==> src/rtl/vproc_ctrl_pkg.sv <==
// Shared definitions for the vector control stage: opcodes, ALU codes,
// control-bundle layout and opcode classification helpers.
package vproc_ctrl_pkg;

  localparam int OP_W  = 5;
  localparam int ALU_W = 4;

  localparam logic [OP_W-1:0] OP_ADD  = 5'b00001;
  localparam logic [OP_W-1:0] OP_MOVI = 5'b00011;
  localparam logic [OP_W-1:0] OP_XOR  = 5'b00101;
  localparam logic [OP_W-1:0] OP_CMP  = 5'b01011;
  localparam logic [OP_W-1:0] OP_BEQ  = 5'b01100;
  localparam logic [OP_W-1:0] OP_LW   = 5'b01101;
  localparam logic [OP_W-1:0] OP_SW   = 5'b01111;
  localparam logic [OP_W-1:0] OP_MOV  = 5'b10010;
  localparam logic [OP_W-1:0] OP_ADDI = 5'b10011;
  localparam logic [OP_W-1:0] OP_VADD = 5'b10100;
  localparam logic [OP_W-1:0] OP_VXOR = 5'b10101;
  localparam logic [OP_W-1:0] OP_VLW  = 5'b10110;
  localparam logic [OP_W-1:0] OP_VSW  = 5'b10111;

  localparam logic [ALU_W-1:0] ALU_ADD = 4'b0001;
  localparam logic [ALU_W-1:0] ALU_XOR = 4'b0010;
  localparam logic [ALU_W-1:0] ALU_SUB = 4'b0011;
  localparam logic [ALU_W-1:0] ALU_MOV = 4'b1000;

  // Field order, MSB first, matches the classic single-cycle control bundle.
  typedef struct packed {
    logic              reg_dst;
    logic              alu_src;
    logic              mem_to_reg;
    logic              reg_write;
    logic              mem_read;
    logic              mem_write;
    logic              branch;
    logic              jump;
    logic [ALU_W-1:0]  alu_op;
  } ctrl_t;

  function automatic logic is_vector(input logic [OP_W-1:0] op);
    return op[4:2] == 3'b101;
  endfunction

  function automatic logic is_load(input logic [OP_W-1:0] op);
    return (op == OP_LW) || (op == OP_VLW);
  endfunction

endpackage

==> src/rtl/vector_control_sequencer_ctrl_decode.sv <==
// Combinational opcode decoder; vector opcodes reuse their scalar twin's
// controls, anything unlisted is flagged illegal with all controls low.
module ctrl_decode
  import vproc_ctrl_pkg::*;
(
  input  logic [OP_W-1:0] opcode_i,
  output ctrl_t           ctrl_o,
  output logic            is_vector_o,
  output logic            illegal_o
);

  logic [OP_W-1:0] base_op;

  always_comb begin
    base_op = opcode_i;
    case (opcode_i)
      OP_VADD: base_op = OP_ADD;
      OP_VXOR: base_op = OP_XOR;
      OP_VLW:  base_op = OP_LW;
      OP_VSW:  base_op = OP_SW;
      default: ;
    endcase

    ctrl_o    = '0;
    illegal_o = 1'b0;
    case (base_op)
      OP_ADD:  begin ctrl_o.reg_dst = 1'b1; ctrl_o.reg_write = 1'b1; ctrl_o.alu_op = ALU_ADD; end
      OP_ADDI: begin ctrl_o.alu_src = 1'b1; ctrl_o.reg_write = 1'b1; ctrl_o.alu_op = ALU_ADD; end
      OP_MOVI: begin ctrl_o.alu_src = 1'b1; ctrl_o.reg_write = 1'b1; ctrl_o.alu_op = ALU_MOV; end
      OP_MOV:  begin ctrl_o.reg_dst = 1'b1; ctrl_o.reg_write = 1'b1; ctrl_o.alu_op = ALU_MOV; end
      OP_XOR:  begin ctrl_o.reg_dst = 1'b1; ctrl_o.reg_write = 1'b1; ctrl_o.alu_op = ALU_XOR; end
      OP_BEQ:  begin ctrl_o.branch  = 1'b1; ctrl_o.alu_op = ALU_SUB; end
      OP_LW: begin
        ctrl_o.alu_src    = 1'b1;
        ctrl_o.mem_to_reg = is_load(opcode_i);
        ctrl_o.reg_write  = 1'b1;
        ctrl_o.mem_read   = is_load(opcode_i);
        ctrl_o.alu_op     = ALU_ADD;
      end
      OP_SW:   begin ctrl_o.alu_src = 1'b1; ctrl_o.mem_write = 1'b1; ctrl_o.alu_op = ALU_ADD; end
      OP_CMP:  begin ctrl_o.reg_dst = 1'b1; ctrl_o.alu_op = ALU_SUB; end
      default: illegal_o = 1'b1;
    endcase
  end

  assign is_vector_o = is_vector(opcode_i);

endmodule

==> src/rtl/vector_control_sequencer.sv <==
// Registered control stage: decodes one instruction per handshake, expands
// vector ops into LANES-wide beats, inserts load-use bubbles, honours flush.
module vector_control_sequencer
  import vproc_ctrl_pkg::*;
#(
  parameter int OPCODE_W = 5,
  parameter int REG_W    = 5,
  parameter int VLEN     = 8,
  parameter int LANES    = 2,
  parameter int ALUOP_W  = 4
) (
  input  logic                     clk_i,
  input  logic                     reset_i,
  input  logic                     in_valid_i,
  output logic                     in_ready_o,
  input  logic [OPCODE_W-1:0]      opcode_i,
  input  logic [REG_W-1:0]         rs_i,
  input  logic [REG_W-1:0]         rt_i,
  input  logic [REG_W-1:0]         rd_i,
  input  logic                     flush_i,
  input  logic                     out_ready_i,
  output logic                     out_valid_o,
  output logic                     RegDst_o,
  output logic                     ALUSrc_o,
  output logic                     MemtoReg_o,
  output logic                     RegWrite_o,
  output logic                     MemRead_o,
  output logic                     MemWrite_o,
  output logic                     Branch_o,
  output logic                     Jump_o,
  output logic [ALUOP_W-1:0]       ALUOperation_o,
  output logic [REG_W-1:0]         out_wreg_o,
  output logic [$clog2(VLEN)-1:0]  elem_idx_o,
  output logic                     out_last_o,
  output logic                     err_illegal_o
);

  localparam int ELEM_W = $clog2(VLEN);
  localparam int NBEATS = VLEN / LANES;
  localparam logic [ELEM_W-1:0] LANE_STEP = ELEM_W'(LANES);
  localparam logic [ELEM_W-1:0] LAST_ELEM = ELEM_W'(VLEN - LANES);

  if (VLEN % LANES != 0) begin : g_bad_lanes
    $error("VLEN must be a multiple of LANES");
  end
  if (OPCODE_W != OP_W || ALUOP_W != ALU_W) begin : g_bad_width
    $error("OPCODE_W/ALUOP_W must match vproc_ctrl_pkg");
  end

  typedef enum logic {IDLE, ISSUE} state_t;

  state_t             state_q;
  ctrl_t              ctrl_q;
  logic [REG_W-1:0]   wreg_q;
  logic [ELEM_W-1:0]  elem_q, elem_d;
  logic               last_q, err_q;

  ctrl_t dec_ctrl;
  logic  dec_vec, dec_ill;
  logic  out_valid, consume, hazard, in_ready, accept;

  ctrl_decode u_decode (
    .opcode_i    (opcode_i),
    .ctrl_o      (dec_ctrl),
    .is_vector_o (dec_vec),
    .illegal_o   (dec_ill)
  );

  assign out_valid = (state_q == ISSUE);
  assign consume   = out_valid & out_ready_i;
  // Load result is not forwardable in the same cycle the load retires.
  assign hazard    = in_valid_i & consume & last_q & ctrl_q.mem_read & (wreg_q != '0)
                   & ((wreg_q == rs_i) | (wreg_q == rt_i));
  assign in_ready  = ~reset_i & ~flush_i & ~hazard & (~out_valid | (out_ready_i & last_q));
  assign accept    = in_valid_i & in_ready;
  assign elem_d    = elem_q + LANE_STEP;

  always_ff @(posedge clk_i) begin
    if (reset_i) begin
      state_q <= IDLE;
      ctrl_q  <= '0;
      wreg_q  <= '0;
      elem_q  <= '0;
      last_q  <= 1'b0;
      err_q   <= 1'b0;
    end else if (flush_i) begin
      state_q <= IDLE;
      elem_q  <= '0;
    end else if (accept) begin
      state_q <= ISSUE;
      ctrl_q  <= dec_ctrl;
      wreg_q  <= dec_ctrl.reg_dst ? rd_i : rt_i;
      elem_q  <= '0;
      last_q  <= ~dec_vec | (NBEATS == 1);
      err_q   <= dec_ill;
    end else if (consume) begin
      if (last_q) begin
        state_q <= IDLE;
        elem_q  <= '0;
      end else begin
        elem_q <= elem_d;
        last_q <= (elem_d == LAST_ELEM);
      end
    end
  end

  assign in_ready_o     = in_ready;
  assign out_valid_o    = out_valid;
  assign RegDst_o       = ctrl_q.reg_dst;
  assign ALUSrc_o       = ctrl_q.alu_src;
  assign MemtoReg_o     = ctrl_q.mem_to_reg;
  assign RegWrite_o     = ctrl_q.reg_write;
  assign MemRead_o      = ctrl_q.mem_read;
  assign MemWrite_o     = ctrl_q.mem_write;
  assign Branch_o       = ctrl_q.branch;
  assign Jump_o         = ctrl_q.jump;
  assign ALUOperation_o = ctrl_q.alu_op;
  assign out_wreg_o     = wreg_q;
  assign elem_idx_o     = elem_q;
  assign out_last_o     = last_q;
  assign err_illegal_o  = err_q;

endmodule

==> config.mk <==
export PLATFORM = sky130hd
export DESIGN_NAME = vector_control_sequencer
export DESIGN_NICKNAME = d
export VERILOG_FILES = /design/src/rtl/vproc_ctrl_pkg.sv /design/src/rtl/vector_control_sequencer_ctrl_decode.sv /design/src/rtl/vector_control_sequencer.sv
export SDC_FILE = /design/constraint.sdc
export NUM_CORES = 1
export LEC_CHECK = 0
export ABC_AREA = 1
export CORE_UTILIZATION = 35
export CTS_CLUSTER_SIZE = 20
export DETAILED_ROUTE_END_ITERATION = 7
export PLACE_DENSITY = 0.65
export SYNTH_ARGS = -nofsm -noshare
export SYNTH_HDL_FRONTEND = slang
export SYNTH_SLANG_ARGS = --single-unit
==> constraint.sdc <==
create_clock -name clk_i -period 1.91 [get_ports clk_i]
set_input_delay 0.382 -clock clk_i [delete_from_list [all_inputs] [get_ports clk_i]]
set_output_delay 0.382 -clock clk_i [all_outputs]
set_load 0.02 [all_outputs]
* Word-level counts from Yosys, hierarchy flattened *
Index checks and enable logic that the tools add are counted.
Widths: inputs -> output; s select.

word-level totals
  register bits after elaboration = 21
  latch bits = 0
  RAM bits = 0
  bits in read-only memories = 0
  input port bits = 25
  output and inout port bits = 24
  word-level logic and storage cells = 82
  memories kept = 0

cells by class
  add/subtract/negate cells = 1
  multiply operators = 0
  divide/modulo/power cells = 0
  order comparisons = 0
  eq/ne operators = 18
  shift operators = 0
  muxes and demuxes = 17
  bitwise logic cells = 18
  reduce and logical (&&, ||, !) cells = 16

operators with widths
  operator             count
  $eq 5x5->1 const B   6
  $eq 5x4->1 const B   5
  $pmux 5 s4           1
  $pmux 4 s4           1
  $mux 1               13
  $reduce_or 4->1      3
  $and 1x1->1          11
  $eq 5x5->1           2
  $reduce_or 9->1      1
  $eq 3x3->1 const B   2
  $reduce_and 2->1     3
  $reduce_or 2->1      3
  $reduce_or 6->1      1
  $eq 5x1->1 const B   1
  $eq 5x2->1 const B   1
  $eq 5x3->1 const B   1
  $mux 5               1
  $not 1->1            5
  $reduce_bool 5->1    1
  $reduce_bool 2->1    2
  $add 3x2->3 const B  1
  $mux 3               1
  $reduce_or 3->1      1
  $or 1x1->1           2
  $logic_or 1x1->1     1

* Depth between registers and ports, before layout *
Gate-level depths: netlist of the first run.

  word-level depth = 12
  mapped depth = 13
  gate-level depth less buffers = 12

* Modules after synthesis *
A second synthesis of the first run with hierarchy kept.

unflattened totals
  cell total of the unflattened synthesis = 240
  area total of the unflattened synthesis = 1637.8 um^2

by module, submodules not included
  module                    instances  cells an instance  area an instance (um^2)  sequential area each (um^2)
  vector_control_sequencer  1          177                1342.5                   440.4
  ctrl_decode               1          63                 295.3                    0.0

* Worst setup path before layout of the first run *
OpenSTA, ideal clock, no wires.

  path kind = reg-to-output
  start point = register last_q (netlist: out_last_o)
  end point = output in_ready_o
  arrival = 1.097 ns
  data required time = 1.528 ns
  path slack = 0.431 ns
  cell stages (with the launch flop) = 8
  path buffers = 0
  path through = dfxtp_1 inv_1 nor3_1 nand3_1 inv_1 nand2_2 nand2_1 inv_1

between the ends
  longest elaborated chain between the ends = 7
  elaborated cells between the ends (all ways) = 9
  classes of those cells = bitwise: 9

ends and longest elaborated chain
  element                    line                             source
  start, declared            vector_control_sequencer.sv:56   logic last_q, err_q;
  start signal, assigned     vector_control_sequencer.sv:94   last_q <= ~dec_vec | (NBEATS == 1);
  start signal, assigned     vector_control_sequencer.sv:102  last_q <= (elem_d == LAST_ELEM);
  $and 1x1->1 (3 in series)  vector_control_sequencer.sv:72   assign hazard = in_valid_i & consume & last_q & ctrl_q.mem_read & (wreg_q != '0)
  $and 1x1->1                vector_control_sequencer.sv:73   & ((wreg_q == rs_i) | (wreg_q == rt_i));
  $not 1->1                  vector_control_sequencer.sv:74   assign in_ready = ~reset_i & ~flush_i & ~hazard & (~out_valid | (out_ready_i & last_q));
  $and 1x1->1                vector_control_sequencer.sv:74
  $and 1x1->1 (*)            vector_control_sequencer.sv:74
  end, declared              vector_control_sequencer.sv:15   output logic in_ready_o,

Mark *: on every way between the ends. The rest lies on a longest branch, timed or not.

* Worst setup path in the final report of the first run *
  start point = input in_valid_i
  end point = output in_ready_o

between the ends
  longest elaborated chain between the ends = 8

ends and longest elaborated chain
  element                    line                            source
  start, declared            vector_control_sequencer.sv:14  input logic in_valid_i,
  $and 1x1->1 (4 in series)  vector_control_sequencer.sv:72
  $and 1x1->1                vector_control_sequencer.sv:73
  $not 1->1                  vector_control_sequencer.sv:74
  $and 1x1->1 (2 in series)  vector_control_sequencer.sv:74

Every way passes these cells.

==> impl_metrics.ini, run 1 <==
[status]
status = complete, no violations

[clocking]
numCtsBuffers = 3
cts_max_level = 1
post_cts_buffers = 0
tritoncts = yes
cts.path.max_buffers = 2
cts_sinks = 19
cts-root-buf = clkbuf_8
cts.clk_slew.worst_paths_ps = 70
clk_latency_ps = 250

[power]
p_int_uw = 682
p_switching_uw = 277
power_uw = 959
power_frac_seq_pct = 43.4
p_leak_uw = 0.000974
ir_drop_uv = 270
p_sw_share_pct = 28.9
p_per_area_mw_per_mm2 = 471
clkPwrFrac_pct = 29.1
p_comb_share_pct = 27.6

[drt]
drc = 0
routed-via-count = 1505
routedWlPerCell_um = 10.1
drt-initial-drc-count = 62
drt_first_pass_iters = 4
viasPerCell = 4.43
ant_nets = 0
routed_wl_um = 3430

[synthesis]
synth-edff-count = 0
synth_top_area_cell = dfxtp_1
synth.distinct_cells = 28
synth_top_family_by_area = simple AND/OR/NAND/NOR gates
synth_compound_area_share_pct = 11.0
synthAdderAreaFrac_pct = 0.922
seq_area_frac_synth_pct = 28.0
yosys.area_share.simple_pct = 44.7
synth_top_area_share_pct = 28.0
avgSynthCellArea_um2 = 6.01
yosys_warnings = 0
synth_mux_area_share_pct = 0
async_reset_ff_share_pct = 0
syn_inst = 226
synthTopCellsByArea = dfxtp_1 28%, nand2_1 22%, nor2_1 7.2%, inv_1 5.8%, a21oi_1 5.2%
synth_xor_area_share_pct = 1.29
syn_area_mm2 = 0.00136
ys_seq_elements = 19
ys.flop_type = dfxtp_1

[global_routing]
grtUsageMet1_pct = 22.8
grt.busiest_layer = met2
grt_antenna_before_repair = 0
grt_pass1_wl_um = 5690
grt_pass1_vias = 1337
grtUsageMet3_pct = 3.39
grt_usage_pct = 17.3
grt_use_met2_pct = 28.3
grt_max_degree = 16
grt_overflow_total = 0

[cells_and_area]
drive_gt1_share_pct = 20.2
nets = 319
n_fill_cell = 389
final_util_pct = 55.1
regArea_um2 = 385
synthToLayoutAreaGrowth_pct = 49.8
multiInputGateArea_um2 = 800
antennaDiodeCount = 0
finalInstanceArea_mm2 = 0.00203

[setup_path]
cp.required_ps = 1530
path_max_fanout = 2
cp_data_arrival_time_ps = 1470
worst-setup-path-type = input port to output port
startpoint_type = input port
critPathCaptureType = output port

[sta]
hold_viol = 0
fmax_ghz = 0.541
slew_violations = 0
skew_ps = 3.04
period_needed_ps = 1850
finalCritPeriodShare_pct = 96.9
rsz0062_at_grt = no
setup_viol = 0

[placed_design]
gp_congestion = 0.776
dp_hpwl_um = 2640
portBuffers = 45
placed_cell_area_mm2 = 0.00199

[floorplanning]
ios = 49
die_h_um = 64.3
core_mm2 = 0.00369
placementRows = 22
initial_core_util_pct = 36.8
chipWidth_um = 64.3
die_area_mm2 = 0.00413

[job]
drv_cap = 0

[worst_hold_path]
worstHoldPathType = register to register
==> sequential cells by signal, indices dropped and copies added (netlist names) <==
| register | flops |
|---|---|
| ALUSrc_o | 1 |
| MemRead_o | 1 |
| Branch_o | 1 |
| out_wreg_o | 5 |
| MemWrite_o | 1 |
| RegDst_o | 1 |
| err_illegal_o | 1 |
| ALUOperation_o | 3 |
| out_valid_o | 1 |
| elem_idx_o | 2 |
| RegWrite_o | 1 |
| out_last_o | 1 |
==> through the flow <==
stage	hold slack, ps	TNS, ps	setup WS, ps	cells
floorplan	540	0	431	228
global placement	458	-2270	-446	336
detailed placement	457	-2230	-447	336
CTS	469	0	19.7	340
global route	489	0	7.07	340
finish	468	0	60.1	340
==> cell families after synthesis <==
family / count (synthesis)
DFF: 19
and+or+nand+nor: 138
buffers and inverters: 41
adders and majority gates: 1
AOI/OAI and AO/OA: 24
xor gates and xnor gates: 2
other: 1
==> layer usage <==
layer / vias to the layer above / part of all wire (%)
li1: 821 / -
met1: 647 / 50
met2: 35 / 43
met3: 2 / 5.8
met4: 0 / 0.73
met5: - / 0
==> path summary, 6_finish.rpt <==
| path | startpoint | end | slack (ps) | cells past startpoint |
|---|---|---|---|---|
| max | in_valid_i | in_ready_o | 60 | 9 |
| min | ALUOperation_o[1] | ALUOperation_o[1] | 470 | 2 |
| max reg2reg | out_wreg_o[3] | out_last_o | 340 | 12 |
| min reg2reg | ALUOperation_o[1] | ALUOperation_o[1] | 470 | 2 |
==> power groups by stage <==
stage	sequential [uW]	combinational, uW	clock (uW)
after floorplan	436	132	0
after global placement	424	270	0
after detailed placement	424	270	0
after CTS	415	266	283
after global routing	418	293	304
final	416	264	279
==> cell usage after synthesis (2+ instances only) <==
master    instances
inv_2            11
inv_1            21
o21ai_1           3
xnor2_1           2
nor3_1            6
clkbuf_1          2
buf_4             6
a21oi_2           2
nor2_1           26
nand4_1           4
or2_2             2
nand2_1          81
nand2_2           4
a21oi_1          14
nand3_1          10
dfxtp_1          19
nand3_4           2
==> layout make-up <==
type	instances	share of cell area, %
clock buffers	4	2.22
inverters	32	5.91
multi-input cells	168	39.3
flip-flops and latches	19	19.0
well taps	48	2.95
repair buffers	69	30.6
==> placed cells by master, fill, tap and decap left out <==
master and n:
nand2_1 80, clkdlybuf4s50_1 34, nor2_1 26, buf_4 25
inv_1 21, dfxtp_1 15, a21oi_1 14, inv_2 11
nand3_1 10, dlygate4sd2_1 8, nor3_1 6, nand2_2 5
nand4_1 4, dfxtp_2 4, o21ai_1 3, conb_1 3
clkbuf_8 3, xnor2_1 2, nand3_4 2, a21oi_2 2
or2_2 2, dlymetal6s2s_1 2, nand3_2 1, a21boi_0 1
nor2_4 1, o21ai_4 1, nor2_2 1, o2111ai_1 1
o21ai_2 1, o21ai_0 1, ha_1 1, clkbuf_1 1
==> repair_timing <==
action,4_1_cts,5_1_grt
resized for setup,13,7
pin swaps,5,3
setup endpoints to repair,1,3
cloned,0,0
hold buffers,0,0
==> worst max-delay path, cell delays in order <==
cell and delay (ps):
clkdlybuf4s50_1 470, inv_1 40, nor3_1 130, nand3_1 90, inv_1 70, nand2_2 50
nand2_1 50, inv_1 40, buf_4 140
No activity file was read; power rests on OpenSTA's default activity.
==> inputs of run 2 (changes only) <==
ABC_AREA = default   (was 1)
==> run 2 against run 1 <==
The flow now finishes with violations (setup timing). Area after synthesis shrank 1.7%. Sequential cell count is the same. Clock skew is essentially flat. Register-to-register slack lost 320 ps. Design area grew 6.0%. Sequential share of layout area shrank 1.1 points. Global-route usage grew 0.059 points. First-iteration DRC count shrank 32%. Clock power is essentially flat. Maximum frequency shrank 3.4%. Critical endpoint unchanged.
==> impl_metrics.ini, run 2 <==
[sta]
setup_viol = 1
slew_violations = 0
timing.final.ws_setup_ps = -4.80
finalCritPeriodShare_pct = 100
skew_ps = 3.27
hold_viol = 0
fmax_ghz = 0.522
period_needed_ps = 1910
rsz0062_at_grt = yes

[floorplanning]
chipWidth_um = 63.8
die_area_mm2 = 0.00407
placementRows = 22
ios = 49
core_mm2 = 0.00366
die_h_um = 63.8
initial_core_util_pct = 36.5

[drt]
routedWlPerCell_um = 12.4
ant_nets = 0
drt-initial-drc-count = 42
routed_wl_um = 3380
routed-via-count = 1303
viasPerCell = 4.79
drt_first_pass_iters = 4
drc = 0

[synthesis]
syn_area_mm2 = 0.00134
synth_compound_area_share_pct = 15.7
async_reset_ff_share_pct = 0
yosys.area_share.simple_pct = 22.8
seq_area_frac_synth_pct = 28.5
synth_mux_area_share_pct = 17.0
syn_inst = 156
synth_top_area_cell = dfxtp_1
synth_top_area_share_pct = 28.5
synthAdderAreaFrac_pct = 0.937
synth_commonest_cells = 19 x dfxtp_1, 17 x mux2i_1, 12 x nor2_1
synth_top_family_by_area = simple AND/OR/NAND/NOR gates
synth-edff-count = 0
yosysMostFrequentCell = dfxtp_1
yosys_warnings = 0
synth.distinct_cells = 39
synthTopCellsByArea = dfxtp_1 28%, mux2i_1 13%, xor2_1 6.6%, nand2b_1 4.7%, mux2_2 4.2%
ys.flop_type = dfxtp_1
synth_xor_area_share_pct = 7.87
avgSynthCellArea_um2 = 8.56
ys_seq_elements = 19

[setup_path]
critPathCaptureType = output port
path_max_fanout = 2
startpoint_type = register
worst-setup-path-type = register to output port
cp_data_arrival_time_ps = 1530
cp.required_ps = 1530

[cells_and_area]
final_cell_mix = 31 x clkdlybuf4s50_1, 27 x buf_4, 17 x mux2i_1, 15 x dfxtp_1, 11 x nor2_1
final-instance-count-excl-fill = 272
synthToLayoutAreaGrowth_pct = 61.4
finalInstanceArea_mm2 = 0.00215
mostFrequentLayoutCell = clkdlybuf4s50_1
nets = 251
antennaDiodeCount = 0
drive_gt1_share_pct = 26.8
largest_reg_flops = 5

[power]
ir_drop_uv = 467
clkPwrFrac_pct = 27.5
p_sw_share_pct = 28.6
p_int_uw = 732
p_per_area_mw_per_mm2 = 475
power_frac_seq_pct = 41.4
p_comb_share_pct = 31.1
p_leak_uw = 0.000990
p_switching_uw = 292

[global_routing]
grt_pass1_vias = 1285
grt_antenna_before_repair = 0
grt_pass1_wl_um = 5650
grt_usage_pct = 17.4
grt_max_degree = 22
grt_overflow_total = 0

[clocking]
cts.path.max_buffers = 2
tritoncts = yes
cts_max_level = 1
cts-root-buf = clkbuf_8
cts_sinks = 19
holdBufCountCts = 0
clk_latency_ps = 250
numCtsBuffers = 3
cts.clk_slew.worst_paths_ps = 70

[placed_design]
gp_congestion = 0.799
dp_hpwl_um = 2660
preCtsSetupSlack_ps = -571
dp.cells = 266
portBuffers = 45
placed_cell_area_mm2 = 0.00199

[worst_hold_path]
worstHoldPathType = register to register

[status]
violations = setup timing
status = finished, violations left

[job]
drv_cap = 0
run 2: path summary, 6_finish.rpt:
path	startpoint	endpoint	slack [ps]	cells past startpoint
max reg2reg	out_wreg_o[2]	out_last_o	20	9
min	ALUSrc_o	ALUSrc_o	480	2
max	out_wreg_o[2]	in_ready_o	-5	4
min reg2reg	ALUSrc_o	ALUSrc_o	480	2
run 2: final cells by class:
cell class / count / area, um2
Clock buffer: 4 / 45.0
Timing Repair Buffer: 76 / 709
Sequential cell: 19 / 385
Fill cell: 333 / 1510
Tap cell: 48 / 60.1
Multi-Input combinational cell: 121 / 940
Inverter: 4 / 15.0
run 2: repair_timing:
| item | CTS | global route |
|---|---|---|
| pin swaps | 6 | 6 |
| setup endpoints to repair | 19 | 18 |
| gates resized for setup | 20 | 23 |
| setup buffers | 1 | 1 |
run 2: cell families (layout without fill, tap and decap cells):
group	count (synthesis)	after routing
other cells	1	3
flops	19	19
xor+xnor	12	12
mux	22	22
compound gates	26	26
buf+inv	18	84
fa+ha+maj	1	1
simple gates	57	57
run 2: power by group through the flow:
stage	registers (uW)	logic, uW	clock network, uW
after floorplan	449	142	0
after global placement	430	301	0
after detailed placement	430	308	0
after CTS	422	313	288
after global routing	426	344	313
final	424	319	282
run 2: worst max-delay path, cell delays in order, from the launching register on:
cell     delay [ps]
dfxtp_2         330
or4_4           550
o21ai_4         140
o21a_1          140
buf_6           110
run 2: layer usage:
layer / track usage, % / part of all wire, %
met5: 0 / 0
met4: 4.55 / 0.77
met3: 2.86 / 2.4
met2: 32.2 / 53
met1: 20.4 / 44
run 2: per-stage QoR:
step           total power (uW)  TNS (ps)  hold slack, ps  utilization (%)
6_report                   1020     -4.80             476             58.9
5_1_grt                    1080      -305             513             58.9
4_1_cts                    1020     -4.26             483             56.5
3_5_place_dp                738     -8040             473             54.4
3_3_place_gp                731     -6240             460             54.4
2_1_floorplan               591         0             541                -
==> inputs of run 3 (changes only) <==
CAP_MARGIN = 15   (was default)
CTS_CLUSTER_DIAMETER = 150   (was default)
SKIP_CTS_REPAIR_TIMING = 1   (was default)
==> run 3 against run 2 <==
The flow still finishes with violations (setup timing). Hold slack better by 0.89 ps. Count of clock-buffer cells in the layout unchanged. Wire length rose by 0.59%. Critical endpoint unchanged. Sequential share of layout area fell by 0.25 points. Clock power is 2% lower. Sequential cell count unchanged.
==> impl_metrics.ini, run 3 (same netlist as run 2, synthesis figures left out) <==
[clocking]
clk_latency_ps = 250
cts.clk_slew.worst_paths_ps = 70
cts_max_level = 1
cts_sinks = 19
numCtsBuffers = 3
tritoncts = yes
cts-root-buf = clkbuf_8
cts.path.max_buffers = 2

[floorplanning]
die_area_mm2 = 0.00407
ios = 49
die_h_um = 63.8
initial_core_util_pct = 36.5
core_mm2 = 0.00366
chipWidth_um = 63.8
placementRows = 22

[setup_path]
cp_top_family = simple AND/OR/NAND/NOR gates
path_max_fanout = 2
critPathMaxStageDelay_ps = 550
cp.required_ps = 1530
worst-r2r-setup-slack_ps = 20
worst-path-buf-inv = 1
crit_slowest_cell = or4_4
startpoint_type = register
worst-setup-path-type = register to output port
critPathCaptureType = output port
crit_chain = or4_4 > o21ai_4 > o21a_1 > buf_6
cp_data_arrival_time_ps = 1530

[sta]
slew_violations = 0
skew_ps = 2.24
hold_viol = 0
fmax_ghz = 0.523
timing.final.ws_setup_ps = -3.68
finalCritPeriodShare_pct = 100
rsz0062_at_grt = yes
setup_viol = 1
tns_ps = -3.68
period_needed_ps = 1910

[global_routing]
grt_antenna_before_repair = 0
grt_pass1_vias = 1266
grt_overflow_total = 0
grt_usage_pct = 16.8
grtUsageMet3_pct = 2.86
grt_pass1_wl_um = 5470
grt_use_met2_pct = 30.6
grt_max_degree = 22
grtUsageMet1_pct = 19.6
grt.busiest_layer = met2

[cells_and_area]
n_fill_cell = 329
antennaDiodeCount = 0
nets = 251
synthToLayoutAreaGrowth_pct = 62.0
largest_reg_flops = 5
final-instance-count-excl-fill = 272
multiInputGateArea_um2 = 932
mostFrequentLayoutCell = clkdlybuf4s50_1
regArea_um2 = 382
drive_gt1_share_pct = 25.9
final_cell_mix = 34 x clkdlybuf4s50_1, 28 x buf_4, 18 x dfxtp_1, 17 x mux2i_1, 11 x nor2_1

[placed_design]
dp_hpwl_um = 2660
portBuffers = 45
gp_congestion = 0.799
dp.cells = 266

[power]
ir_drop_uv = 449
p_leak_uw = 0.00100
p_per_area_mw_per_mm2 = 472

[drt]
viasPerCell = 4.80
drt-initial-drc-count = 32
routed_wl_um = 3400
drt_first_pass_iters = 4
routedWlPerCell_um = 12.5
routed-via-count = 1305
ant_nets = 0
drc = 0

[status]
violations = setup timing
status = finished, violations left

[job]
drv_cap = 0

[worst_hold_path]
worstHoldPathType = register to register
==> run 3: area by class of cell <==
cell class	instances	share of cell area, %
clock buffer	4	2.08
inverter	4	0.694
multi-input combinational	121	43.1
sequential	19	17.6
tap	48	2.78
timing repair buffer	76	33.7
==> run 3: routing by layer <==
metal  routed length (um)  share of wire (%)  vias to the layer above
met5                    0                  0                        -
met4                   72                2.1                        0
met3                   94                2.8                        6
met1                 1430                 42                      600
li1                     -                  -                      669
met2                 1800                 53                       30
==> run 3: worst reg2reg max path: stages (launching register included) <==
cell	delay [ps]
dfxtp_1	320
or4_4	550
o21ai_4	140
buf_4	150
o211ai_4	90
buf_12	140
buf_6	140
buf_4	130
a211oi_2	160
==> run 3: through the flow <==
| stage | utilization, % | total power [uW] | setup slack [ps] | hold slack (ps) | cell area (um2) |
|---|---|---|---|---|---|
| finish | 59.1 | 1020 | -3.68 | 477 | 2160 |
| global route | 59.1 | 1080 | -47.9 | 513 | 2160 |
| CTS | 55.7 | 1020 | -571 | 483 | 2040 |
| detailed placement | 54.4 | 738 | -571 | 473 | 1990 |
| global placement | 54.4 | 731 | -510 | 460 | 1990 |
| floorplan | - | 591 | 147 | 541 | 1340 |
==> run 3: power by group <==
part / switching [uW] / total, uW / internal (uW) / leakage (uW)
Clock: 129 / 277 / 148 / 0.0000228
Combinational: 147 / 323 / 176 / 0.000825
Sequential: 12.4 / 422 / 410 / 0.000155
Total: 288 / 1020 / 734 / 0.00100
==> run 3: worst paths after layout <==
check / startpoint / depth (start not counted) / end
setup / recovery: out_wreg_o[2] / 4 / in_ready_o
hold / removal: ALUSrc_o / 2 / ALUSrc_o
setup reg to reg: out_wreg_o[2] / 8 / out_last_o
hold reg to reg: ALUSrc_o / 2 / ALUSrc_o
